## src/rtl/axi_lite_pkg.sv

```systemverilog
// Shared AXI-Lite definitions: response codes and the write responder state encoding.
package axi_lite_pkg;

    localparam logic [1:0] RESP_OKAY   = 2'b00;
    localparam logic [1:0] RESP_SLVERR = 2'b10;

    typedef enum logic [1:0] {
        ST_IDLE   = 2'd0,
        ST_COMMIT = 2'd1,
        ST_RESP   = 2'd2
    } state_t;

endpackage

```

## src/rtl/axi_lite_reg_bank.sv

```systemverilog
// Word-addressed register bank with per-byte strobe merge and an out-of-range flag.
module axi_lite_reg_bank #(
    parameter int DATA_W   = 32,
    parameter int NUM_REGS = 4,
    parameter int IDX_W    = 6
) (
    input  logic                       clk,
    input  logic                       rst_n,
    input  logic                       i_we,
    input  logic [IDX_W-1:0]           i_idx,
    input  logic [DATA_W-1:0]          i_data,
    input  logic [DATA_W/8-1:0]        i_strb,
    output logic [NUM_REGS*DATA_W-1:0] o_reg_q,
    output logic                       o_oor
);

    localparam int STRB_W = DATA_W / 8;

    logic [DATA_W-1:0] r_regs [NUM_REGS];

    assign o_oor = (32'(i_idx) >= 32'(NUM_REGS));

    // An out-of-range index matches no register, so such writes fall through untouched.
    always_ff @(posedge clk or negedge rst_n) begin
        if (!rst_n) begin
            for (int i = 0; i < NUM_REGS; i++) begin
                r_regs[i] <= '0;
            end
        end else if (i_we) begin
            for (int i = 0; i < NUM_REGS; i++) begin
                if (i_idx == IDX_W'(i)) begin
                    for (int b = 0; b < STRB_W; b++) begin
                        if (i_strb[b]) begin
                            r_regs[i][b*8 +: 8] <= i_data[b*8 +: 8];
                        end
                    end
                end
            end
        end
    end

    genvar g;
    generate
        for (g = 0; g < NUM_REGS; g++) begin : g_flat
            assign o_reg_q[g*DATA_W +: DATA_W] = r_regs[g];
        end
    endgenerate

endmodule

```

## src/rtl/axi_lite_wr_responder.sv

```systemverilog
// AXI-Lite write responder: independent AW/W capture, one-cycle commit into the bank, held B response.
module axi_lite_wr_responder
    import axi_lite_pkg::*;
#(
    parameter int ADDR_W   = 8,
    parameter int DATA_W   = 32,
    parameter int NUM_REGS = 4
) (
    input  logic                       clk,
    input  logic                       rst_n,
    input  logic [ADDR_W-1:0]          awaddr,
    input  logic                       awvalid,
    output logic                       awready,
    input  logic [DATA_W-1:0]          wdata,
    input  logic [DATA_W/8-1:0]        wstrb,
    input  logic                       wvalid,
    output logic                       wready,
    output logic [1:0]                 bresp,
    output logic                       bvalid,
    input  logic                       bready,
    output logic [NUM_REGS*DATA_W-1:0] reg_q,
    output logic                       wr_done,
    output state_t                     dbg_state
);

    // Handshake rule on every channel: a transfer happens at a rising edge where
    // valid && ready are both 1; ready is registered and never looks at valid.

    localparam int STRB_W = DATA_W / 8;
    localparam int IDX_W  = ADDR_W - 2;

    state_t              r_state,   w_state_nxt;
    logic                r_awready, w_awready_nxt;
    logic                r_wready,  w_wready_nxt;
    logic                r_bvalid,  w_bvalid_nxt;
    logic [1:0]          r_bresp,   w_bresp_nxt;
    logic                r_wr_done, w_wr_done_nxt;
    logic                r_aw_have, w_aw_have_nxt;
    logic                r_w_have,  w_w_have_nxt;
    logic [IDX_W-1:0]    r_idx,     w_idx_nxt;
    logic [DATA_W-1:0]   r_data,    w_data_nxt;
    logic [STRB_W-1:0]   r_strb,    w_strb_nxt;

    logic w_aw_hs;
    logic w_w_hs;
    logic w_bank_we;
    logic w_oor;
    logic w_unused_addr_lsb;

    assign w_aw_hs = awvalid && r_awready;
    assign w_w_hs  = wvalid && r_wready;
    // Byte offset within a word carries no meaning here.
    assign w_unused_addr_lsb = ^awaddr[1:0];

    always_ff @(posedge clk or negedge rst_n) begin
        if (!rst_n) begin
            r_state   <= ST_IDLE;
            r_awready <= 1'b0;
            r_wready  <= 1'b0;
            r_bvalid  <= 1'b0;
            r_bresp   <= RESP_OKAY;
            r_wr_done <= 1'b0;
            r_aw_have <= 1'b0;
            r_w_have  <= 1'b0;
            r_idx     <= '0;
            r_data    <= '0;
            r_strb    <= '0;
        end else begin
            r_state   <= w_state_nxt;
            r_awready <= w_awready_nxt;
            r_wready  <= w_wready_nxt;
            r_bvalid  <= w_bvalid_nxt;
            r_bresp   <= w_bresp_nxt;
            r_wr_done <= w_wr_done_nxt;
            r_aw_have <= w_aw_have_nxt;
            r_w_have  <= w_w_have_nxt;
            r_idx     <= w_idx_nxt;
            r_data    <= w_data_nxt;
            r_strb    <= w_strb_nxt;
        end
    end

    always_comb begin
        w_state_nxt   = r_state;
        w_awready_nxt = r_awready;
        w_wready_nxt  = r_wready;
        w_bvalid_nxt  = r_bvalid;
        w_bresp_nxt   = r_bresp;
        w_wr_done_nxt = 1'b0;
        w_aw_have_nxt = r_aw_have;
        w_w_have_nxt  = r_w_have;
        w_idx_nxt     = r_idx;
        w_data_nxt    = r_data;
        w_strb_nxt    = r_strb;
        w_bank_we     = 1'b0;

        case (r_state)
            ST_IDLE: begin
                if (w_aw_hs) begin
                    w_aw_have_nxt = 1'b1;
                    w_idx_nxt     = awaddr[ADDR_W-1:2];
                end
                if (w_w_hs) begin
                    w_w_have_nxt = 1'b1;
                    w_data_nxt   = wdata;
                    w_strb_nxt   = wstrb;
                end
                // Also raises both readies on the first edge out of reset.
                w_awready_nxt = !(r_aw_have || w_aw_hs);
                w_wready_nxt  = !(r_w_have || w_w_hs);
                if ((r_aw_have || w_aw_hs) && (r_w_have || w_w_hs)) begin
                    w_state_nxt = ST_COMMIT;
                end
            end
            ST_COMMIT: begin
                w_bank_we     = 1'b1;
                w_wr_done_nxt = 1'b1;
                w_bvalid_nxt  = 1'b1;
                w_bresp_nxt   = w_oor ? RESP_SLVERR : RESP_OKAY;
                w_aw_have_nxt = 1'b0;
                w_w_have_nxt  = 1'b0;
                w_state_nxt   = ST_RESP;
            end
            ST_RESP: begin
                if (bready) begin
                    w_bvalid_nxt  = 1'b0;
                    w_awready_nxt = 1'b1;
                    w_wready_nxt  = 1'b1;
                    w_state_nxt   = ST_IDLE;
                end
            end
            default: begin
                w_state_nxt = ST_IDLE;
            end
        endcase
    end

    axi_lite_reg_bank #(
        .DATA_W   (DATA_W),
        .NUM_REGS (NUM_REGS),
        .IDX_W    (IDX_W)
    ) u_bank (
        .clk     (clk),
        .rst_n   (rst_n),
        .i_we    (w_bank_we),
        .i_idx   (r_idx),
        .i_data  (r_data),
        .i_strb  (r_strb),
        .o_reg_q (reg_q),
        .o_oor   (w_oor)
    );

    assign awready   = r_awready;
    assign wready    = r_wready;
    assign bvalid    = r_bvalid;
    assign bresp     = r_bresp;
    assign wr_done   = r_wr_done;
    assign dbg_state = r_state;

endmodule

```

## config.mk

```make
export PLATFORM = sky130hd
export DESIGN_NAME = axi_lite_wr_responder
export DESIGN_NICKNAME = d
export VERILOG_FILES = /design/src/rtl/axi_lite_pkg.sv /design/src/rtl/axi_lite_reg_bank.sv /design/src/rtl/axi_lite_wr_responder.sv
export SDC_FILE = /design/constraint.sdc
export NUM_CORES = 1
export LEC_CHECK = 0
export BUFFER_PORTS_ARGS = -buffer_cell sky130_fd_sc_hd__buf_4
export CAP_MARGIN = 30
export CORE_MARGIN = 3
export CORE_UTILIZATION = 40
export CTS_BUF_LIST = sky130_fd_sc_hd__clkbuf_2 sky130_fd_sc_hd__clkbuf_4 sky130_fd_sc_hd__clkbuf_8
export CTS_CLUSTER_SIZE = 24
export DETAILED_ROUTE_END_ITERATION = 10
export HOLD_SLACK_MARGIN = 0.1
export PLACE_DENSITY = 0.74
export SYNTH_ARGS = -nofsm -noshare
export SYNTH_HDL_FRONTEND = slang
export SYNTH_SLANG_ARGS = --single-unit
```

## constraint.sdc

```tcl
create_clock -name clk -period 4.6 [get_ports clk]
set_clock_uncertainty 0.05 [all_clocks]
set_input_delay 0.69 -clock clk [delete_from_list [all_inputs] [get_ports clk]]
set_output_delay 0.69 -clock clk [all_outputs]
set_load 0.05 [all_outputs]
```

# Yosys cells after proc, flatten, opt, wreduce, memory -nomap -nowiden
# Index checks and enable logic that the tools add are counted.
# word_totals
reg_bits	180
wordCells	86
out_inout_bits	136
# op_classes
n_mux	14
order_cmp	1
reduce_logical	35
eq_ne	9
# ops
cell	count
AND reduction 3 bit	16
AND reduction 2 bit	7
== test 6 x 2 -> 1 bit, second input constant	2
one-hot mux 1 bit (2 select lines)	5
inequality test 2 bit, second input constant	4
== test 6 x 1 -> 1 bit, second input constant	1
greater-or-equal comparator 6 x 3 -> 1 bit, second input constant	1
zero test 6 bit	1
two-way mux 2 bit	3
one-hot mux 2 bit (3 select lines)	1
nonzero test 2 bit	3
two-way mux 1 bit	5
logical AND 1 bit	3
== test 2 x 1 -> 1 bit, second input constant	1
== test 2 bit, second input constant	1
zero test 1 bit	2
zero test 2 bit	1
logical OR 1 bit	2

# Longest topological paths before layout
# Gate-level depths: netlist of the first run.
# depth
word_depth	5
depth_mapped	5

# Hierarchy
# Synthesis of the first run repeated with hierarchy kept, for this count alone.
# hier_totals
hier_cells	409
hier_area_um2	6854.1
# by_module_without_submodules
mod	seq_area_each_um2	area_each_um2	cells_per_inst	instances
axi_lite_reg_bank	3203.1	4904.7	287	1
axi_lite_wr_responder	1276.2	1949.4	122	1

# Least setup slack after synthesis of the first run
# No wires, ideal clock.
# synth_timing
path_type	register to register
start	register r_state[0], in the netlist dbg_state[0]
end	register u_bank.r_regs, in the netlist u_bank.o_reg_q[64]
path_stages_with_launch	5
setup_ns	0.125
arrival_ns	2.014
slack_ns	2.411
period_less_slack_ns	2.189
n_path_buf	1
cell_sequence	dfrtp_1 > clkbuf_1 > nand3b_1 > nor3_2 > mux2_2
# synth_via
elab_chain_cells	3
# synth_lines
item	line	rtl
from (decl)	axi_lite_wr_responder.sv:32	state_t r_state, w_state_nxt;
from (signal assigned)	axi_lite_wr_responder.sv:69	r_state <= w_state_nxt;
== test 2 x 1 -> 1 bit	axi_lite_wr_responder.sv:97	case (r_state)
two-way mux 1 bit	axi_lite_wr_responder.sv:97	
AND reduction 3 bit (no line)	--	
to (signal, indexed assignment)	axi_lite_reg_bank.sv:34	r_regs[i][b*8 +: 8] <= i_data[b*8 +: 8];
to (decl)	axi_lite_reg_bank.sv:19	logic [DATA_W-1:0] r_regs [NUM_REGS];
# Every way passes these cells.
# A chain may end at the register's enable or synchronous reset.

# Worst setup path in the final report of the first run
# layout_timing
start	register r_idx[4]
end	register u_bank.r_regs, in the netlist u_bank.o_reg_q[69]
# layout_via
elab_chain_cells	2
# layout_lines
item	line	rtl
from (decl)	axi_lite_wr_responder.sv:40	logic [IDX_W-1:0] r_idx, w_idx_nxt;
from (signal assigned)	axi_lite_wr_responder.sv:77	r_idx <= w_idx_nxt;
== test 6 x 2 -> 1 bit	axi_lite_reg_bank.sv:31	if (i_idx == IDX_W'(i)) begin
AND reduction 3 bit (no line)	--	
# Every way passes these cells.

==> results of run 1 <==
power by group through the flow:
| stage | Sequential, mW | Clock (mW) | Combinational [mW] |
|---|---|---|---|
| 2_1_floorplan | 3.96 | 0 | 0.809 |
| 3_3_place_gp | 2.62 | 0 | 3.07 |
| 3_5_place_dp | 2.68 | 0 | 3.13 |
| 4_1_cts | 2.64 | 1.08 | 3.13 |
| 5_1_grt | 2.73 | 1.15 | 3.25 |
| 6_report | 2.64 | 1.03 | 3.11 |
critical path: cells and delay by family (launching register included):
kind	cells	cell delay, ns
simple gates	2	1.39
buf+inv	1	0.24
flops	1	0.40
mux	1	0.41
cells in the mapped netlist (2+ instances only):
library cell,number,area [um^2]
sky130_fd_sc_hd__mux2_2,170,1910
sky130_fd_sc_hd__nor2_1,3,11.3
sky130_fd_sc_hd__dfrtp_1,179,4480
sky130_fd_sc_hd__nand2_1,5,18.8
sky130_fd_sc_hd__nor3_4,10,163
sky130_fd_sc_hd__a21oi_1,4,20.0
sky130_fd_sc_hd__nand3b_1,4,30.0
sky130_fd_sc_hd__a21o_1,2,15.0
sky130_fd_sc_hd__nand4_2,4,50.1
sky130_fd_sc_hd__nor3_2,3,30.0
sky130_fd_sc_hd__clkbuf_1,8,30.0
sky130_fd_sc_hd__nand2b_1,3,18.8
sky130_fd_sc_hd__o21ai_0,3,15.0
final cells by class:
type / instances / share of cell area, %
timing repair buffer: 185 / 16.0
clock buffer: 17 / 2.63
inverter: 2 / 0.0843
tap: 220 / 3.09
sequential: 179 / 50.3
clock inverter: 15 / 1.69
multi-input combinational: 218 / 26.2
metrics by stage:
step                      cell area (um^2)  hold WS [ns]  total power [mW]  worst slack (ns)
after floorplan                       6870         0.344              4.77              2.41
after global placement                8500         0.414              5.69              1.78
after detailed placement              8500         0.417              5.80              1.74
after CTS                             8880         0.234              6.85              1.74
after global routing                  8910         0.263              7.13              1.91
final                                 8910         0.227              6.78              1.99
sequential cells by signal (all words and copies together) (netlist names):
register / cells
awready: 1
bresp: 1
bvalid: 1
dbg_state: 2
r_aw_have: 1
r_data: 32
r_idx: 6
r_strb: 4
r_w_have: 1
u_bank.o_reg_q: 128
wr_done: 1
wready: 1
per-layer routing:
layer / part of all wire [%] / vias to the layer above / track usage (%)
met1: 42 / 2116 / 21.6
met5: 0 / - / 0
li1: - / 1875 / -
met2: 49 / 120 / 27.3
met4: 1.4 / 0 / 5.38
met3: 7.5 / 16 / 6.18
final timing paths:
kind / startpoint / to / slack, ns
worst min register to register: r_w_have / r_w_have / 0.43
min in group clk: wdata[21] / r_data[21] / 0.42
max in group asynchronous: rst_n / u_bank.o_reg_q[20] / 3.29
worst min-delay path: rst_n / u_bank.o_reg_q[34] / 0.23
worst max-delay path: r_idx[4] / u_bank.o_reg_q[69] / 1.99
worst max register to register: r_idx[4] / u_bank.o_reg_q[69] / 1.99
kinds of logic after synthesis:
logic type	Yosys count	synth area share (%)
AO/OA/AOI/OAI	11	0.984
buffers and inverters	12	0.820
flip-flops	179	65.2
multiplexers	170	27.9
other	1	0.0546
AND/OR/NAND/NOR	36	5.05
cell usage in the layout, fill, tap and decap left out, types with 2 or more instances in the layout:
| master | n |
|---|---|
| sky130_fd_sc_hd__nand2_1 | 5 |
| sky130_fd_sc_hd__clkinv_4 | 5 |
| sky130_fd_sc_hd__inv_6 | 3 |
| sky130_fd_sc_hd__nand4_2 | 4 |
| sky130_fd_sc_hd__mux2_2 | 170 |
| sky130_fd_sc_hd__clkinvlp_4 | 3 |
| sky130_fd_sc_hd__a21oi_1 | 4 |
| sky130_fd_sc_hd__nand3b_1 | 4 |
| sky130_fd_sc_hd__inv_8 | 2 |
| sky130_fd_sc_hd__dfrtp_1 | 179 |
| sky130_fd_sc_hd__nor2_1 | 3 |
| sky130_fd_sc_hd__nor3_2 | 2 |
| sky130_fd_sc_hd__buf_4 | 182 |
| sky130_fd_sc_hd__clkbuf_8 | 17 |
| sky130_fd_sc_hd__nand2b_1 | 3 |
| sky130_fd_sc_hd__o21ai_0 | 3 |
| sky130_fd_sc_hd__a21o_1 | 2 |
| sky130_fd_sc_hd__nor3_4 | 11 |
==> results_dict.tcl, run 1 <==
set metrics [dict create \
    multi_input_gate_area_in_the_final_layout_mm2 0.00234 \
    cp_slowest_cell "sky130_fd_sc_hd__or4_1" \
    die_height_um 137 \
    post-dp-hpwl_um 10900 \
    initialDrtViolationCount 104 \
    gpl.final_weighted_congestion 0.756 \
    grt_max_degree 94 \
    placement.io_buffers 181 \
    syn-num-nets 458 \
    yosysWarningCount 0 \
    peakVddDrop_uv 390 \
    r2r_cells 4 \
    post_cts_buffers 0 \
    first_global_vias 4281 \
    drt-wirelength-per-cell_um 18.6 \
    drt_pre_antenna_iters 4 \
    crit_path_dat_ns 2.89 \
    grt_pass1_wl_um 24000 \
    switching_power_of_the_nets_mw 3.07 \
    final_cells 836 \
    comb_power_share_pct 45.9 \
    max_cap_viol_count 0 \
    yosysUniqueCellTypes 24 \
    layout_worst_path_cycle_share_pct 56.7 \
    cts_max_path_buffers 2 \
    p_int_mw 3.70 \
    floorplan.die_area_mm2 0.0188 \
    clock_sinks 179 \
    count_of_flip_flops_with_a_built_in_enable_after_synthesis 0 \
    post_synth_instance_area_mm2 0.00687 \
    fin_tns_setup_ns 0 \
    initial_utilization_pct 41.1 \
    maxSlewHeadroom_pct 37.1 \
    tritoncts "yes" \
    postSynthRegisterBits 179 \
    asyncSetResetFlopFracSynth_pct 100 \
    number_of_hold_slack_violations_in_the_final_timing_report 0 \
    dp.cells 803 \
    number_of_endpoints_failing_setup_at_the_final_stage 0 \
    cell_area_power_density_mw_per_mm2 761 \
    worstPathRequired_ns 4.89 \
    hp-class "in2async" \
    max_stage_delay_ns 0.70 \
    timing.final.crit_period_ns 2.61 \
    drt-vias-per-instance 4.94 \
    n_fill_cell 1434 \
    cts_resized 0 \
    fraction_of_final_layout_cells_with_drive_strength_greater_than_1_pct 65.6 \
    drc 0 \
    sequential_cell_area_mm2 0.00448 \
    clkSlewWorstSetupHoldPaths_ns 0.09 \
    share_clk_of_total_power_pct 15.1 \
    route.final.wire_length_um 15500 \
    slew_violations 0 \
    area_delta_synth_final_pct 29.7 \
    clock_h_tree_levels 4 \
    power.static_leakage_nw 4.63 \
    synth-main-ff-cell "sky130_fd_sc_hd__dfrtp_1" \
    final_util_pct 53.3 \
    cts_made_buffers 17 \
    highest_achievable_clock_rate_mhz 383 \
    core_area_mm2 0.0167 \
    hold_bufs_at_cts 0 \
    sequentialPowerShare_pct 39.0 \
    worst_pin_slew_ns 0.941 \
    insertion_delay_ns 0.45 \
    seq_area_frac_synth_pct 65.2 \
    std_cell_rows 47 \
    worst-setup-path-type "reg2reg" \
    synthesis.area_per_instance_um2 16.8 \
    clk_root_buffer_cell "sky130_fd_sc_hd__clkbuf_8" \
    critical_path.cell_chain "or4_1 > buf_16 > nor3_2 > mux2_2" \
    grt_remaining_overflow 0 \
    grt_setup_unrepaired "false" \
    power_switching_share_pct 45.3 \
    number_of_antenna_violations_at_the_first_check_in_global_routing 0 \
    route.vias.total 4127 \
    outcome "finished, final reports clean" \
    design.final.nets 652 \
    die_width_um 137 \
    timing.critical_path.to_type "register" \
    insertedDiodeCount 0 \
    final_antenna_net_count 0 \
    worst-path-max-fanout 10 \
    boundaryPins 185 \
    post_synth_inst_count 409 \
    global_route.usage.total_pct 17.0 \
    startpoint_class_of_the_critical_path "register" \
]
Note: power is estimated with default switching activity, not from simulation.
==> run 2, diff against run 1 <==
Settings changed: PLACE_DENSITY 0.74 to 0.76.
Clock period 4.6 ns to 2.3 ns, I/O delays scaled along.
==> results_dict.tcl, run 2 (synthesis results as in run 1) <==
set metrics [dict create \
    worst-setup-path-type "reg2reg" \
    grt_pass1_wl_um 25400 \
    timing.final.crit_period_ns 2.18 \
    insertedDiodeCount 0 \
    placement.io_buffers 181 \
    boundaryPins 185 \
    worst_path_dominant_cell_family "simple AND/OR/NAND/NOR gates" \
    max_cap_viol_count 0 \
    insertion_delay_ns 0.44 \
    clkSlewWorstSetupHoldPaths_ns 0.08 \
    tritoncts "yes" \
    layout_worst_path_cycle_share_pct 94.6 \
    clock_h_tree_levels 4 \
    peakVddDrop_uv 753 \
    post-dp-hpwl_um 11400 \
    timing.critical_path.to_type "register" \
    cell_area_power_density_mw_per_mm2 1460 \
    first_global_vias 4674 \
    dp.cells 824 \
    post_cts_buffers 0 \
    die_width_um 137 \
    clk_root_buffer_cell "sky130_fd_sc_hd__clkbuf_8" \
    slew_violations 0 \
    core_area_mm2 0.0167 \
    route.vias.total 4346 \
    outcome "finished, final reports clean" \
    cts_max_path_buffers 2 \
    grt_remaining_overflow 0 \
    number_of_flip_flops_under_the_largest_register_name 128 \
    worst_r2r_startpoint "r_idx[4]" \
    crit_path_dat_ns 2.45 \
    startpoint_class_of_the_critical_path "register" \
    worstPathRequired_ns 2.58 \
    drc 0 \
    initialDrtViolationCount 141 \
    number_of_gates_on_the_worst_path_with_buffers_counted 5 \
    clock_sinks 179 \
    number_of_endpoints_failing_setup_at_the_final_stage 0 \
    max_stage_delay_ns 0.52 \
    drt-wirelength-per-cell_um 18.2 \
    buf_inv_on_cp 2 \
    grt_setup_unrepaired "false" \
    initial_utilization_pct 41.1 \
    final_common_cell "sky130_fd_sc_hd__buf_4" \
    final_cells 899 \
    setup.worst_path.start "r_idx[4]" \
    drt_pre_antenna_iters 4 \
    number_of_hold_slack_violations_in_the_final_timing_report 0 \
    cts_made_buffers 17 \
    design.final.nets 716 \
    route.final.wire_length_um 16300 \
    hold_start "awvalid" \
    final_antenna_net_count 0 \
    fin_tns_setup_ns 0 \
    r2r_cells 5 \
    number_of_antenna_violations_at_the_first_check_in_global_routing 0 \
    worst-path-max-fanout 12 \
    std_cell_rows 47 \
    gpl.final_weighted_congestion 0.731 \
    worst_pin_slew_ns 0.527 \
    floorplan.die_area_mm2 0.0188 \
    hp-class "in2reg" \
    grt_max_degree 66 \
    cp_slowest_cell "sky130_fd_sc_hd__or4_1" \
    power.total_mw 13.9 \
    critical_path.cell_chain "or4_1 > buf_4 > nor3_2 > buf_4 > mux2_2" \
    maxSlewHeadroom_pct 64.9 \
    global_route.usage.total_pct 17.8 \
    highest_achievable_clock_rate_mhz 460 \
    fraction_of_final_layout_cells_with_drive_strength_greater_than_1_pct 62.3 \
    cp_common_cell "sky130_fd_sc_hd__buf_4" \
    area_delta_synth_final_pct 39.2 \
    power.static_leakage_nw 4.96 \
    hold_path_depth 3 \
    drt-vias-per-instance 4.83 \
    die_height_um 137 \
    most-common-layout-cells "201 x sky130_fd_sc_hd__buf_4, 179 x sky130_fd_sc_hd__dfrtp_1, 170 x sky130_fd_sc_hd__mux2_2" \
]
[run 2: per-layer routing]
| metal | vias to the layer above | track usage [%] | share of wire [%] |
|---|---|---|---|
| li1 | 1990 | - | - |
| met1 | 2224 | 22.2 | 42 |
| met3 | 10 | 5.37 | 5.6 |
| met4 | 0 | 4.49 | 0.71 |
| met5 | - | 0 | 0 |
| met2 | 122 | 30.5 | 52 |
[run 2: tightest hold or removal path, stage by stage]
cell                      delay (ns)
sky130_fd_sc_hd__buf_4          0.08
sky130_fd_sc_hd__a21oi_1        0.08
sky130_fd_sc_hd__nor2_1         0.10
[run 2: power by group]
part / total [mW] / internal [mW] / switching, mW / leakage [nW]
logic: 6.37 / 2.26 / 4.11 / 2.36
registers: 5.27 / 4.35 / 0.916 / 2.37
clock network: 2.31 / 1.24 / 1.06 / 0.226
[run 2: layout make-up]
cell class | instances | area (um^2)
fill | 1365 | 7140
sequential | 179 | 4480
multi-input combinational | 218 | 2340
timing repair buffer | 249 | 2020
clock buffer | 24 | 318
tap | 220 | 275
clock inverter | 7 | 121
inverter | 2 | 7.51
[run 2: path summary, 6_finish.rpt]
kind	to	slack [ns]
worst max-delay path	u_bank.o_reg_q[121]	0.12
worst min-delay path	dbg_state[0]	0.15
worst max register to register	u_bank.o_reg_q[121]	0.12
worst min register to register	r_aw_have	0.43
max in group asynchronous	u_bank.o_reg_q[120]	1.10
min in group asynchronous	u_bank.o_reg_q[4]	0.36
[run 2: stage by stage]
| stage | hold WS [ns] | cell area [um^2] | worst slack (ns) | utilization, % |
|---|---|---|---|---|
| final | 0.152 | 9560 | 0.124 | 57.2 |
| after global routing | 0.135 | 9560 | 0.0688 | 57.2 |
| after CTS | 0.104 | 9560 | 0.0946 | 57.2 |
| after detailed placement | 0.285 | 8680 | 0.123 | 52.0 |
| after global placement | 0.282 | 8680 | 0.102 | 52.0 |
| after floorplan | -0.000591 | 6870 | 0.111 | - |
[run 2: what timing repair did]
item                                   CTS  global route
resized for setup                        0             0
endpoints found under the hold margin   94             0
hold buffers                            44             0
